<file path="src/rtl/if_fetch_stage_pkg.sv">
// Shared pipeline definitions for the fetch stage and its IF/ID register.
package if_fetch_stage_pkg;

    // PC and branch-target width; all PC arithmetic wraps modulo 2^PC_W.
    localparam int          PC_W       = 4;
    localparam logic [31:0] HALT_WORD  = 32'hFFFF_FFFF;
    localparam logic [31:0] NOP_BUBBLE = 32'h0000_0000;

    // Number of cycles spent in FLUSH after a redirect.
    localparam logic [1:0]  FLUSH_CYCLES = 2'd1;

    typedef enum logic [1:0] {
        RUN   = 2'd0,
        FLUSH = 2'd1,
        HALT  = 2'd2
    } fetch_state_t;

    // Increment that sticks at all-ones instead of wrapping.
    function automatic logic [7:0] sat_inc8(input logic [7:0] v);
        return (v == 8'hFF) ? v : v + 8'd1;
    endfunction

endpackage

</file>
<file path="src/rtl/if_fetch_stage_if.sv">
// Fetch-stage bus: hazard/branch controls, instruction memory and IF/ID outputs.
interface if_fetch_stage_if;

    logic                                stall;
    logic                                PCSrc;
    logic [if_fetch_stage_pkg::PC_W-1:0] outAddEx;
    logic [31:0]                         instr;
    logic [if_fetch_stage_pkg::PC_W-1:0] PcOut;
    logic [if_fetch_stage_pkg::PC_W-1:0] PostPc;
    logic [31:0]                         InstrIFID;
    logic                                ValidIFID;
    logic                                halted;
    logic [7:0]                          branchCount;

    // Pipeline environment: hazard unit, MEM stage, instruction memory.
    modport master (
        output stall, PCSrc, outAddEx, instr,
        input  PcOut, PostPc, InstrIFID, ValidIFID, halted, branchCount
    );

    // Fetch stage itself.
    modport slave (
        input  stall, PCSrc, outAddEx, instr,
        output PcOut, PostPc, InstrIFID, ValidIFID, halted, branchCount
    );

endinterface

</file>
<file path="src/rtl/if_fetch_stage_if_id_reg.sv">
// IF/ID pipeline register: load, flush-to-bubble, otherwise hold.
module if_id_reg
    import if_fetch_stage_pkg::*;
(
    input  logic            clk,
    input  logic            reset,
    input  logic            i_load,
    input  logic            i_flush,
    input  logic [PC_W-1:0] i_post_pc,
    input  logic [31:0]     i_instr,
    output logic [PC_W-1:0] o_post_pc,
    output logic [31:0]     o_instr,
    output logic            o_valid
);

    logic [PC_W-1:0] r_post_pc;
    logic [31:0]     r_instr;
    logic            r_valid;

    // Flush beats load; a bubble leaves PostPc untouched since it is not read when invalid.
    always_ff @(posedge clk) begin
        if (reset) begin
            r_post_pc <= '0;
            r_instr   <= NOP_BUBBLE;
            r_valid   <= 1'b0;
        end else if (i_flush) begin
            r_instr   <= NOP_BUBBLE;
            r_valid   <= 1'b0;
        end else if (i_load) begin
            r_post_pc <= i_post_pc;
            r_instr   <= i_instr;
            r_valid   <= 1'b1;
        end
    end

    assign o_post_pc = r_post_pc;
    assign o_instr   = r_instr;
    assign o_valid   = r_valid;

endmodule

</file>
<file path="src/rtl/if_fetch_stage.sv">
// Instruction-fetch stage: PC ownership, redirect, stall, halt and IF/ID feed.
//
// state | meaning
// RUN   | fetch sequentially, PC+1 each unstalled cycle
// FLUSH | first cycle after a redirect; IF/ID holds the squashed bubble
// HALT  | halt word seen; PC frozen, IF/ID drains to bubbles
module if_fetch_stage
    import if_fetch_stage_pkg::*;
(
    input  logic               clk,
    input  logic               reset,
    if_fetch_stage_if.slave    fif
);

    fetch_state_t    r_state;
    logic [PC_W-1:0] r_pc;
    logic            r_halted;
    logic [7:0]      r_branch_cnt;
    logic [1:0]      r_flush_cnt;

    logic [PC_W-1:0] w_pc_inc;
    logic            w_halt_fetch;
    logic            w_ifid_load;
    logic            w_ifid_flush;

    assign w_pc_inc     = r_pc + 1'b1;
    assign w_halt_fetch = (fif.instr == HALT_WORD);

    // IF/ID control: a redirect squashes, HALT drains, otherwise load unless stalled.
    always_comb begin
        w_ifid_load  = 1'b0;
        w_ifid_flush = 1'b0;
        if (fif.PCSrc) begin
            w_ifid_flush = 1'b1;
        end else if (r_state == HALT) begin
            w_ifid_flush = 1'b1;
        end else if (!fif.stall) begin
            w_ifid_load = 1'b1;
        end
    end

    // Fetch FSM with PC, halt flag, redirect counter and flush timer.
    always_ff @(posedge clk) begin
        if (reset) begin
            r_state      <= RUN;
            r_pc         <= '0;
            r_halted     <= 1'b0;
            r_branch_cnt <= 8'd0;
            r_flush_cnt  <= 2'd0;
        end else if (fif.PCSrc) begin
            r_state      <= FLUSH;
            r_pc         <= fif.outAddEx;
            r_halted     <= 1'b0;
            r_branch_cnt <= sat_inc8(r_branch_cnt);
            r_flush_cnt  <= FLUSH_CYCLES;
        end else begin
            case (r_state)
                RUN: begin
                    if (!fif.stall) begin
                        if (w_halt_fetch) begin
                            r_state <= HALT;
                        end else begin
                            r_pc <= w_pc_inc;
                        end
                    end
                end
                FLUSH: begin
                    if (!fif.stall) begin
                        r_flush_cnt <= r_flush_cnt - 2'd1;
                        if (w_halt_fetch) begin
                            r_state     <= HALT;
                            r_flush_cnt <= 2'd0;
                        end else begin
                            r_pc <= w_pc_inc;
                            if (r_flush_cnt == 2'd1) begin
                                r_state <= RUN;
                            end
                        end
                    end
                end
                HALT: begin
                    r_halted <= 1'b1;
                end
                default: begin
                    r_state <= RUN;
                end
            endcase
        end
    end

    if_id_reg u_if_id_reg (
        .clk       (clk),
        .reset     (reset),
        .i_load    (w_ifid_load),
        .i_flush   (w_ifid_flush),
        .i_post_pc (w_pc_inc),
        .i_instr   (fif.instr),
        .o_post_pc (fif.PostPc),
        .o_instr   (fif.InstrIFID),
        .o_valid   (fif.ValidIFID)
    );

    assign fif.PcOut       = r_pc;
    assign fif.halted      = r_halted;
    assign fif.branchCount = r_branch_cnt;

endmodule

</file>
<file path="src/flat_wrapper.sv">
// flat-port wrapper written by rule: the top's interface ports become plain ports
module if_fetch_stage_flat import if_fetch_stage_pkg::*;
  (clk, reset, fif_stall, fif_PCSrc, fif_outAddEx, fif_instr, fif_PcOut, fif_PostPc, fif_InstrIFID, fif_ValidIFID, fif_halted, fif_branchCount);
  if_fetch_stage_if fif_i ();
  input  logic clk;
  input  logic reset;
  input wire logic [$bits(fif_i.stall)-1:0] fif_stall;
  input wire logic [$bits(fif_i.PCSrc)-1:0] fif_PCSrc;
  input wire logic [$bits(fif_i.outAddEx)-1:0] fif_outAddEx;
  input wire logic [$bits(fif_i.instr)-1:0] fif_instr;
  output wire logic [$bits(fif_i.PcOut)-1:0] fif_PcOut;
  output wire logic [$bits(fif_i.PostPc)-1:0] fif_PostPc;
  output wire logic [$bits(fif_i.InstrIFID)-1:0] fif_InstrIFID;
  output wire logic [$bits(fif_i.ValidIFID)-1:0] fif_ValidIFID;
  output wire logic [$bits(fif_i.halted)-1:0] fif_halted;
  output wire logic [$bits(fif_i.branchCount)-1:0] fif_branchCount;
  assign fif_i.stall = fif_stall;
  assign fif_i.PCSrc = fif_PCSrc;
  assign fif_i.outAddEx = fif_outAddEx;
  assign fif_i.instr = fif_instr;
  assign fif_PcOut = fif_i.PcOut;
  assign fif_PostPc = fif_i.PostPc;
  assign fif_InstrIFID = fif_i.InstrIFID;
  assign fif_ValidIFID = fif_i.ValidIFID;
  assign fif_halted = fif_i.halted;
  assign fif_branchCount = fif_i.branchCount;
  if_fetch_stage u_core (.clk(clk), .reset(reset), .fif(fif_i));
endmodule
</file>
<file path="config.mk">
export PLATFORM = sky130hd
export DESIGN_NAME = if_fetch_stage_flat
export DESIGN_NICKNAME = d
export VERILOG_FILES = /design/src/rtl/if_fetch_stage_pkg.sv /design/src/rtl/if_fetch_stage_if.sv /design/src/rtl/if_fetch_stage_if_id_reg.sv /design/src/rtl/if_fetch_stage.sv /design/src/flat_wrapper.sv
export SDC_FILE = /design/constraint.sdc
export NUM_CORES = 1
export LEC_CHECK = 0
export BUFFER_PORTS_ARGS = -buffer_cell sky130_fd_sc_hd__buf_2
export CAP_MARGIN = 20
export CORE_MARGIN = 4
export CORE_UTILIZATION = 47
export CTS_CLUSTER_DIAMETER = 30
export DETAILED_ROUTE_END_ITERATION = 7
export PLACE_DENSITY_LB_ADDON = 0.12
export SLEW_MARGIN = 10
export SYNTH_ARGS = -nofsm -noshare
export SYNTH_HDL_FRONTEND = slang
export SYNTH_SLANG_ARGS = --single-unit
export TNS_END_PERCENT = 1
</file>
<file path="constraint.sdc">
create_clock -name clk -period 2 [get_ports clk]
set_input_delay 0.2 -clock clk [delete_from_list [all_inputs] [get_ports clk]]
set_output_delay 0.2 -clock clk [all_outputs]
set_load 0.005 [all_outputs]
</file>
== Word-level counts from Yosys, hierarchy flattened ==
Index checks and enable logic that the tools add are counted.
Operators by class
  $add $sub $neg: 3
  multipliers: 0
  divide/modulo/power cells: 0
  $lt $le $gt $ge: 0
  equality and inequality tests: 16
  shift operators: 0
  multiplexer cells: 20
  bitwise logic cells: 4
  reduce and logical (&&, ||, !) cells: 13
Operators by type and width (number)
  $eq A32 B32 Y1 const B: 1
  $mux W4: 4
  $mux W2: 6
  $reduce_and A5 Y1: 2
  $mux W1: 9
  $add A8 B1 Y8 const B: 1
  $eq A8 B8 Y1 const B: 1
  $ne A2 B2 Y1 const B: 4
  $reduce_and A2 Y1: 4
  $ne A3 B3 Y1 const B: 2
  $pmux W2 S3: 1
  $reduce_or A2 Y1: 3
  $add A4 B1 Y4 const B: 1
  $eq A2 B1 Y1 const B: 2
  $ne A2 B1 Y1 const B: 2
  $ne A4 B2 Y1 const B: 1
  $not A1 Y1: 4
  $reduce_bool A2 Y1: 2
  $ne A3 B1 Y1 const B: 1
  $ne A3 B2 Y1 const B: 1
  $reduce_and A3 Y1: 1
  $eq A2 B2 Y1 const B: 1
  $logic_not A2 Y1: 1
  $sub A2 B1 Y2 const B: 1
Storage, ports and cells
  flip-flop bits (word level): 54
  bits in latches: 0
  RAM bits: 0
  bits in read-only memories: 0
  input port bits: 40
  output and inout bits: 50
  logic and storage cells: 66
  memories: 0

== Depth between registers and ports, before layout ==
Gate-level depths: netlist of the first run.
  depth in word-level cells: 6
  mapped depth: 7
  gate-level depth less buffers: 6

== Hierarchy ==
From an unflattened synthesis of the first run, not the netlist that was laid out.
Unflattened totals
  cells, all modules: 228
  area, all modules: 2334.7 um^2
By module, submodules not included
  if_id_reg: instances 1, cells an instance 125, area an instance 1368.8 um^2, sequential area each 740.7 um^2
  if_fetch_stage: instances 1, cells an instance 103, area an instance 965.9 um^2, sequential area each 340.3 um^2

== Worst setup path before layout of the first run ==
No wires, ideal clock.
  kind: reg2reg
  from: reg u_core.r_branch_cnt[0], in the netlist u_core.fif.branchCount[0]
  to: reg u_core.r_branch_cnt[7], in the netlist u_core.fif.branchCount[7]
  library setup time: 0.128 ns
  arrival time: 1.351 ns
  data required time: 1.872 ns
  setup slack: 0.521 ns
  stages on the path, launching flop included: 7
  buffers on the path: 0
  clock period less this slack: 1.479 ns
  cell sequence: dfxtp_1 ha_1 and3_1 a31oi_4 nand4_1 xor2_1 nor2_1
On the way
  longest elaborated chain between the ends: 3
  elaborated cells on any way between the ends: 4
  classes of those cells: 1 x add/sub; 1 x eq/ne; 1 x bitwise; 1 x reduce/logical
RTL lines
  start, declared: line if_fetch_stage.sv:18  | logic [7:0] r_branch_cnt;
  start signal, assigned: line if_fetch_stage.sv:54  | r_branch_cnt <= sat_inc8(r_branch_cnt);
  parallel branches: the longest is 3 deep, another holds $add A8 B1 Y8
Parallel ways; which one is timed is not known.
A chain may end at the register's enable or synchronous reset.

== Worst setup path after layout of the first run ==
  from: reg u_core.r_branch_cnt[0], in the netlist u_core.fif.branchCount[0]
  to: reg u_core.r_branch_cnt[6], in the netlist u_core.fif.branchCount[6]
The elaborated chain is that of the path after synthesis.

==> results.toml, run 1 <==
[clocking]
cts_buffers = 5
cts_tree = "yes"
root_buffer = "clkbuf_8"
cts-htree-levels = 2
clkLatencyLatePin_ps = 290
clk_pin_slew_worst_paths_ps = 90
clkSinkCount = 54
clockBufferDepth = 2
ctsHoldBuffers = 0
post_cts_resized = 0
post-cts-setup-buffers = 0

[route]
routedWlPerCell_um = 15.4
route.detailed.drc = 0
firstDrtPassIters = 4
drt_wl_total_um = 5110
drt-vias-per-instance = 5.53
drtAntennaViolNets = 0
vias = 1829
drt_iter0_markers = 112

[finish]
final_common_cell = "buf_2"
layout-drive-gt1-share_pct = 45.5
area_growth_pct = 24.5
layout_common_cells = "buf_2, dfxtp_1, nor2_1"
fin_util_pct = 61.3
nNetsFinal = 322
antenna_cells = 0

[place]
dp_hpwl_um = 3720
gp_congestion = 0.747
numPortBuffers = 89

[timing]
finClkSkew_ps = 4.68
slew_viol_final = 0
rsz0062_at_grt = "no"
fmax_mhz = 626
finalSetupTns_ps = 0
period_minus_slack_ps = 1600
worstMarginPinSlew_ps = 527
hold_violations = 0
whs_ps = 170
fin_crit_sh_pct = 79.9
setup_viol = 0
relSlewSlack_pct = 64.6

[setup_path]
critPathRequiredTime_ps = 2170
cp_max_fo = 8
cp-start-kind = "register"
crit_path_end_kind = "register"
r2r_cells = 6
worstPathArrival_ps = 1770
worstSetupPathType = "register to register"

[synthesis]
syn-cell-area_um2 = 2170
yosys.area_share.xor_xnor_pct = 4.83
async_flop_share_pct = 0
yosysSeqAreaShare_pct = 49.7
synth_flop_cell = "dfxtp_1"
ys_types = 35
mappedNetlistNets = 235
synth-simple-area-share_pct = 13.9
synth_compound_area_share_pct = 24.3
yosysWarningCount = 0
synth-adder-area-share_pct = 1.73
synth.avg_cell_area_um2 = 11.3
synth_top_family_by_area = "compound AO/OA/AOI/OAI gates"
synthMuxAreaShare_pct = 0.921
synth-seq-cells = 54
synthCells = 192
synth_edf_count = 0

[floorplan]
io_pins = 90
fp.dieW_um = 76.0
start_util_pct = 49.3
coreArea_um2 = 4410
die_height_um = 76.0
dieArea_um2 = 5780
num_rows = 24

[global_route]
antenna_found_initial = 0
grt_start_max_net_pins = 35
grt_pass1_vias = 1824
grt_first_pass_wirelength_um = 8730
grtUsageTotal_pct = 17.8
grt_overflow = 0

[power]
total_power_mw = 1.98
powerDensity_nw_per_um2 = 730
peakVddDrop_mv = 0.274
p_leak_nw = 1.21

[min_path]
hold_class = "input port to register"
worst_hold_path.num_cells = 3

[status]
status = "complete, no violations"

[flow_run]
cap_violations = 0
## logic make-up after synthesis
| group | count (synthesis) |
|---|---|
| flops | 54 |
| fa+ha+maj | 3 |
| xor+xnor | 12 |
| simple gates | 54 |
| mux | 2 |
| compound gates | 51 |
| buf+inv | 16 |
## critical path, stage by stage, from the launching register on
cell	delay [ps]
dfxtp_1	350
ha_1	250
and3_1	220
a31oi_4	310
nand4_1	150
xor2_1	150
nor2_1	50
## Yosys cell counts (2+ instances only)
master	n	area (µm²)
a211oi_1	5	37.5
a21oi_1	5	25.0
and3_1	3	18.8
buf_2	3	15.0
buf_6	5	56.3
clkbuf_1	5	18.8
dfxtp_1	54	1080
ha_1	3	37.5
mux2i_1	2	20.0
nand2_1	7	26.3
nand4_1	12	75.1
nor2_1	19	71.3
nor3_1	3	15.0
nor3_2	2	20.0
nor4_2	2	25.0
o21a_1	2	15.0
o221a_1	17	191
o221a_2	15	169
or3_1	2	12.5
xnor2_1	5	43.8
xor2_1	7	61.3
## final cells by class
class,instances,area [µm²]
fillers,401,1710
flip-flops and latches,54,1080
multi-input cells,122,998
repair buffers,93,475
clock buffers,7,76.3
well taps,52,65.1
inverters,3,11.3
## through the flow
stage	cell area (µm²)	worst slack [ps]	std cells
4_1_cts	2710	388	331
6_report	2710	402	331
3_3_place_gp	2630	415	324
3_5_place_dp	2630	377	324
2_1_floorplan	2170	521	192
5_1_grt	2710	288	331
## final timing paths
check	startpoint	endpoint	slack, ps
setup / recovery	u_core.fif.branchCount[0]$_SDFFE_PP0P_	u_core.fif.branchCount[6]$_SDFFE_PP0P_	400
hold reg to reg	u_core.u_if_id_reg.o_post_pc[1]$_SDFFE_PP0P_	u_core.u_if_id_reg.o_post_pc[1]$_SDFFE_PP0P_	470
setup reg to reg	u_core.fif.branchCount[0]$_SDFFE_PP0P_	u_core.fif.branchCount[6]$_SDFFE_PP0P_	400
hold / removal	fif_outAddEx[2]	u_core.fif.PcOut[2]$_SDFFE_PP0P_	170
## metal layers
layer  vias to the layer above  global-route usage, %  wire [µm]
met5                         -                      0          0
met4                         0                   5.34         24
met2                        59                   27.0       2260
met1                       855                   24.7       2470
met3                         2                   4.73        348
li1                        913                      -          -
## power by group
part	switching, mW	internal (mW)
registers	0.0367	1.13
logic	0.127	0.125
clock network	0.319	0.242
total	0.483	1.49
## sequential cells by signal, indices dropped and copies added (netlist names)
signal,flops
u_core.fif.branchCount,8
u_core.u_if_id_reg.o_instr,32
u_core.u_if_id_reg.o_post_pc,4
u_core.fif.halted,1
u_core.u_if_id_reg.o_valid,1
u_core.r_flush_cnt,2
u_core.r_state,2
u_core.fif.PcOut,4
(Power assumes the default switching activity.)
==> run 2, diff against run 1 <==
Settings changed: ABC_AREA set to 1, CORE_UTILIZATION 47 to 43.
Clock period 2 ns to 1.3 ns, I/O delays scaled along.
==> run 2 against run 1 <==
Compared with the run above:
- sequential share of layout area decreased by 4.4 points
- critical endpoint is now u_core.fif.branchCount[1]$_SDFFE_PP0P_
- cell area increased by 13%
- clock power increased by 98%
- largest power group unchanged
- via count increased by 25%
- global-route usage decreased by 0.56 points
- critical path type unchanged
- power increased by 66%
- count of clock-buffer cells in the layout decreased by 2
- setup slack got worse by 370 ps
- synthesized area increased by 3.7%
- first-iteration DRC count decreased by 32%
- synthesized cell count increased by 64%
==> results.toml, run 2 <==
[synthesis]
synth-seq-cells = 54
synthCells = 315
synth-adder-area-share_pct = 1.66
synth_edf_count = 0
mappedNetlistNets = 358
syn-cell-area_um2 = 2250
synth_top_area_share_pct = 47.9
synth_top_family_by_area = "simple AND/OR/NAND/NOR gates"
async_flop_share_pct = 0
yosys.area_share.xor_xnor_pct = 1.17
yosys.area.top_type = "dfxtp_1"
synth.avg_cell_area_um2 = 7.16
synth_common_cells = "nand2_1, dfxtp_1, a21oi_1"
synth_area_leaders = "dfxtp_1, nand2_1, a21oi_1, nor2_1, o21ai_0"
synth_flop_cell = "dfxtp_1"
synth-simple-area-share_pct = 28.1
yosysWarningCount = 0
yosysMostFrequentCell = "nand2_1"
yosysSeqAreaShare_pct = 47.9
synth_compound_area_share_pct = 14.8
ys_types = 21
synthMuxAreaShare_pct = 0

[finish]
final_common_cell = "nand2_1"
instances_no_fill = 489
nNetsFinal = 461
layout_common_cells = "nand2_1, buf_2, a21oi_1, dfxtp_1, nor2_1"
layout-drive-gt1-share_pct = 31.3
finalInstanceArea_um2 = 3050
area_growth_pct = 35.1
antenna_cells = 0
largest_reg_flops = 32

[setup_path]
cp_cell_sequence = "ha_4 -> nand2_4 -> nor3_4 -> a21oi_4 -> buf_4 -> nor2_1 -> nor2_1"
worstPathArrival_ps = 1470
worstSetupPathType = "register to register"
cp_max_fo = 7
cpMaxStageDelayCell = "dfxtp_2"
cp_slowest_stage_delay_ps = 360
crit_path_end_kind = "register"
path_common_cell = "nor2_1"
cp.buffers_inverters = 1
cp-start-kind = "register"
critPathRequiredTime_ps = 1500
cp_top_family = "simple AND/OR/NAND/NOR gates"

[global_route]
grt_overflow = 0
grt_first_pass_wirelength_um = 8980
grt_start_max_net_pins = 34
antenna_found_initial = 0
grt_pass1_vias = 2110
grtUsageTotal_pct = 17.2

[timing]
fin_crit_sh_pct = 97.5
relSlewSlack_pct = 80.2
hold_violations = 0
worstMarginPinSlew_ps = 296
finalSetupTns_ps = 0
setup_viol = 0
rsz0062_at_grt = "yes"
period_minus_slack_ps = 1270
finClkSkew_ps = 5.66
slew_viol_final = 0
setup_slack_ps = 32.9
fmax_mhz = 789

[route]
route.detailed.drc = 0
drtAntennaViolNets = 0
drt-vias-per-instance = 4.66
vias = 2279
firstDrtPassIters = 4
drt_iter0_markers = 76
routedWlPerCell_um = 11.3
drt_wl_total_um = 5530

[place]
place_ws_ps = -65.9
gp_congestion = 0.800
placed_area_um2 = 2870
dp.cells = 480
numPortBuffers = 89
dp_hpwl_um = 4120

[power]
peakVddDrop_mv = 0.620
powerDensity_nw_per_um2 = 1070
p_leak_nw = 1.47
total_power_mw = 3.27

[clocking]
cts_tree = "yes"
clkLatencyLatePin_ps = 300
clkSinkCount = 54
clockBufferDepth = 2
cts_buffers = 5
clk_pin_slew_worst_paths_ps = 100
cts-htree-levels = 2
ctsHoldBuffers = 0
root_buffer = "clkbuf_8"

[min_path]
hold_class = "input port to register"

[floorplan]
fp.dieW_um = 80.4
coreArea_um2 = 5110
start_util_pct = 44.1
io_pins = 90
dieArea_um2 = 6470
num_rows = 26
die_height_um = 80.4

[flow_run]
cap_violations = 0

[status]
status = "complete, no violations"
-- run 2: layout make-up --
cell class              instances  area [µm²]
clock buffers                   5        68.8
clock inverters                 3        40.0
fillers                       527        2060
inverters                      18        67.6
multi-input cells             231        1080
flip-flops and latches         54        1080
well taps                      70        87.6
repair buffers                108         621
-- run 2: worst min-delay path, stage by stage --
cell	delay (ps)
buf_2	100
nand2_1	50
a21oi_1	50
-- run 2: per-stage QoR --
stage          utilization (%)  hold WS (ps)
6_report                  59.7          74.3
5_1_grt                   59.7          70.5
4_1_cts                   59.0          67.8
3_5_place_dp              56.3           399
3_3_place_gp              56.3           395
2_1_floorplan                -           277
-- run 2: path summary, 6_finish.rpt --
check | from | end | slack, ps | cells past startpoint
setup / recovery | u_core.fif.branchCount[0]$_SDFFE_PP0P_ | u_core.fif.branchCount[1]$_SDFFE_PP0P_ | 30 | 7
setup reg to reg | u_core.fif.branchCount[0]$_SDFFE_PP0P_ | u_core.fif.branchCount[1]$_SDFFE_PP0P_ | 30 | 7
hold reg to reg | u_core.u_if_id_reg.o_instr[19]$_SDFFE_PP0P_ | u_core.u_if_id_reg.o_instr[19]$_SDFFE_PP0P_ | 460 | 2
hold / removal | fif_instr[14] | u_core.u_if_id_reg.o_instr[14]$_SDFFE_PP0P_ | 70 | 3
-- run 2: power by group --
group	switching, mW	internal [mW]
clock	0.544	0.568
sequential	0.0344	1.71
combinational	0.227	0.192
-- run 2: cells by family after synthesis --
logic type,Yosys count
adder cells (fa/ha/maj),3
AO/OA/AOI/OAI,66
AND/OR/NAND/NOR,159
XOR/XNOR,3
flip-flops,54
buffers and inverters,30
-- run 2: what timing repair did --
action / 4_1_cts / 5_1_grt
setup buffers: 1 / 0
endpoints found under the setup margin: 7 / 44
pin swaps: 4 / 0
resized for setup: 6 / 9
-- run 2: metal layers --
layer	share of wire, %	global-route usage [%]	vias up
met5	0	0	-
met4	1.2	4.90	0
met3	7.6	4.71	8
met2	46	29.2	69
met1	45	21.3	988
li1	-	-	1214
==> run 3, diff against run 2 <==
Settings changed: ABC_AREA 1 to unset.
==> run 3 against run 2 <==
Compared with the run above:
- the run now ends with negative setup slack left
- die area is 3.2% lower
- global-route usage is 0.47 points higher
- via count is 14% lower
- clock power hardly changed
- largest power group unchanged
- highest routed layer unchanged
==> results.toml, run 3 (synthesized netlist as in run 1, its figures left out) <==
[status]
status = "finished, violations left"
violations = "negative setup slack"

[timing]
fmax_mhz = 712
slew_viol_final = 0
setup_slack_ps = -105
finClkSkew_ps = 4.66
finalSetupTns_ps = -1100
setup_viol = 29
relSlewSlack_pct = 80.0
period_minus_slack_ps = 1410
fin_crit_sh_pct = 108
worstMarginPinSlew_ps = 299
hold_violations = 0
rsz0062_at_grt = "yes"

[floorplan]
die_height_um = 79.1
io_pins = 90
coreArea_um2 = 4820
num_rows = 25
fp.dieW_um = 79.1
start_util_pct = 45.1
dieArea_um2 = 6260

[route]
drt_wl_total_um = 5490
drtAntennaViolNets = 0
route.detailed.drc = 0
routedWlPerCell_um = 14.5
drt_iter0_markers = 77
drt-vias-per-instance = 5.21
firstDrtPassIters = 4
vias = 1968

[clocking]
cts_buffers = 5
ctsHoldBuffers = 0
post-cts-setup-buffers = 0
clk_pin_slew_worst_paths_ps = 90
clkSinkCount = 54
cts_tree = "yes"
clkLatencyLatePin_ps = 300
root_buffer = "clkbuf_8"
clockBufferDepth = 2
cts-htree-levels = 2

[setup_path]
startpoint = "u_core.fif.branchCount[1]$_SDFFE_PP0P_"
cp.buffers_inverters = 0
critPathCapture = "u_core.fif.branchCount[6]$_SDFFE_PP0P_"
r2r_start = "u_core.fif.branchCount[1]$_SDFFE_PP0P_"
r2r_cells = 6
cp_slowest_stage_delay_ps = 340
regToRegSetupSlack_ps = -110
worstPathArrival_ps = 1600
critPathRequiredTime_ps = 1490
worstSetupPathType = "register to register"
r2r_end = "u_core.fif.branchCount[6]$_SDFFE_PP0P_"
cp_max_fo = 8
cp_cell_sequence = "ha_4 -> and3_4 -> a31oi_4 -> nand4_1 -> xor2_1 -> nor2_1"
cpMaxStageDelayCell = "dfxtp_2"
crit_path_end_kind = "register"
cp.depth = 6
cp-start-kind = "register"
cp_top_family = "simple AND/OR/NAND/NOR gates"

[place]
numPortBuffers = 89
dp.cells = 371
dp_hpwl_um = 4030
gp_congestion = 0.761

[global_route]
grt_overflow = 0
grt_first_pass_wirelength_um = 8980
grtUsageTotal_pct = 17.7
grt_pass1_vias = 1916
grt_start_max_net_pins = 35
antenna_found_initial = 0

[finish]
final_common_cell = "buf_2"
instances_no_fill = 378
layout-drive-gt1-share_pct = 54.7
layout_common_cells = "buf_2, dfxtp_1, buf_4"
antenna_cells = 0
nNetsFinal = 354
largest_reg_flops = 32
area_growth_pct = 42.2

[power]
p_leak_nw = 1.41
powerDensity_nw_per_um2 = 1100
peakVddDrop_mv = 0.492
total_power_mw = 3.40

[min_path]
hold_class = "input port to register"

[flow_run]
cap_violations = 0
[run 3: cell count changes in the layout (fill, tap and decap cells not counted), sizes merged, moves of 3 or more]
cell	previous run	this run
nor2	25	19
a211oi	0	6
nand4	2	12
xor2	1	7
inv	18	2
o21ai	13	0
nand3	7	2
xnor2	2	5
and3	0	3
a21oi	53	6
nand2	121	7
o221a	0	32
buf	108	125
[run 3: worst min-delay path by stage]
stage | slack (ps) | startpoint | cells past startpoint | endpoint
after floorplan | 190 | reset | 1 | u_core.fif.PcOut[3]$_SDFFE_PP0P_
after global placement | 400 | fif_outAddEx[0] | 3 | u_core.fif.PcOut[0]$_SDFFE_PP0P_
after detailed placement | 410 | fif_instr[6] | 2 | u_core.u_if_id_reg.o_instr[6]$_SDFFE_PP0P_
after CTS | 90 | fif_outAddEx[0] | 3 | u_core.fif.PcOut[0]$_SDFFE_PP0P_
after global routing | 90 | fif_instr[2] | 2 | u_core.u_if_id_reg.o_instr[2]$_SDFFE_PP0P_
final | 90 | fif_outAddEx[0] | 3 | u_core.fif.PcOut[0]$_SDFFE_PP0P_
[run 3: cell type report]
class                   count  area, µm²
flip-flops and latches     54       1090
fillers                   441       1720
repair buffers            125        753
clock buffers               6       82.6
inverters                   3       11.3
multi-input cells         122       1040
well taps                  67       83.8
clock inverters             1       30.0
[run 3: what timing repair did]
action | in CTS | in global routing
gates resized for setup | 4 | 3
pin swaps | 19 | 2
setup endpoints to repair | 42 | 45
endpoints found under the hold margin | 0 | 0
[run 3: worst min-delay path, delay by kind of cell]
family	cells	cell delay, ps
AOI/OAI and AO/OA	1	50
buffers and inverters	1	100
and+or+nand+nor	1	80
[run 3: report_power, final]
part	internal (mW)	total, mW	switching (mW)
Clock	0.616	1.13	0.514
Combinational	0.259	0.482	0.223
Sequential	1.74	1.79	0.0512
[run 3: stage by stage]
stage | instance area (µm²) | utilization, % | hold slack (ps) | worst slack (ps)
global route | 3090 | 64.2 | 85.1 | -216
global placement | 2950 | 61.2 | 402 | -76.0
finish | 3090 | 64.2 | 91.6 | -105
detailed placement | 2950 | 61.2 | 410 | -111
floorplan | 2190 | - | 195 | -81.3
CTS | 3080 | 63.8 | 93.4 | -119
[run 3: metal layers]
metal | vias to the layer above | share of wire (%) | track usage (%) | wire, µm
li1 | 973 | - | - | -
met1 | 925 | 45 | 22.6 | 2470
met2 | 61 | 46 | 28.9 | 2550
met3 | 9 | 7.2 | 5.10 | 398
met4 | 0 | 1.4 | 5.50 | 77
met5 | - | 0 | 0 | 0
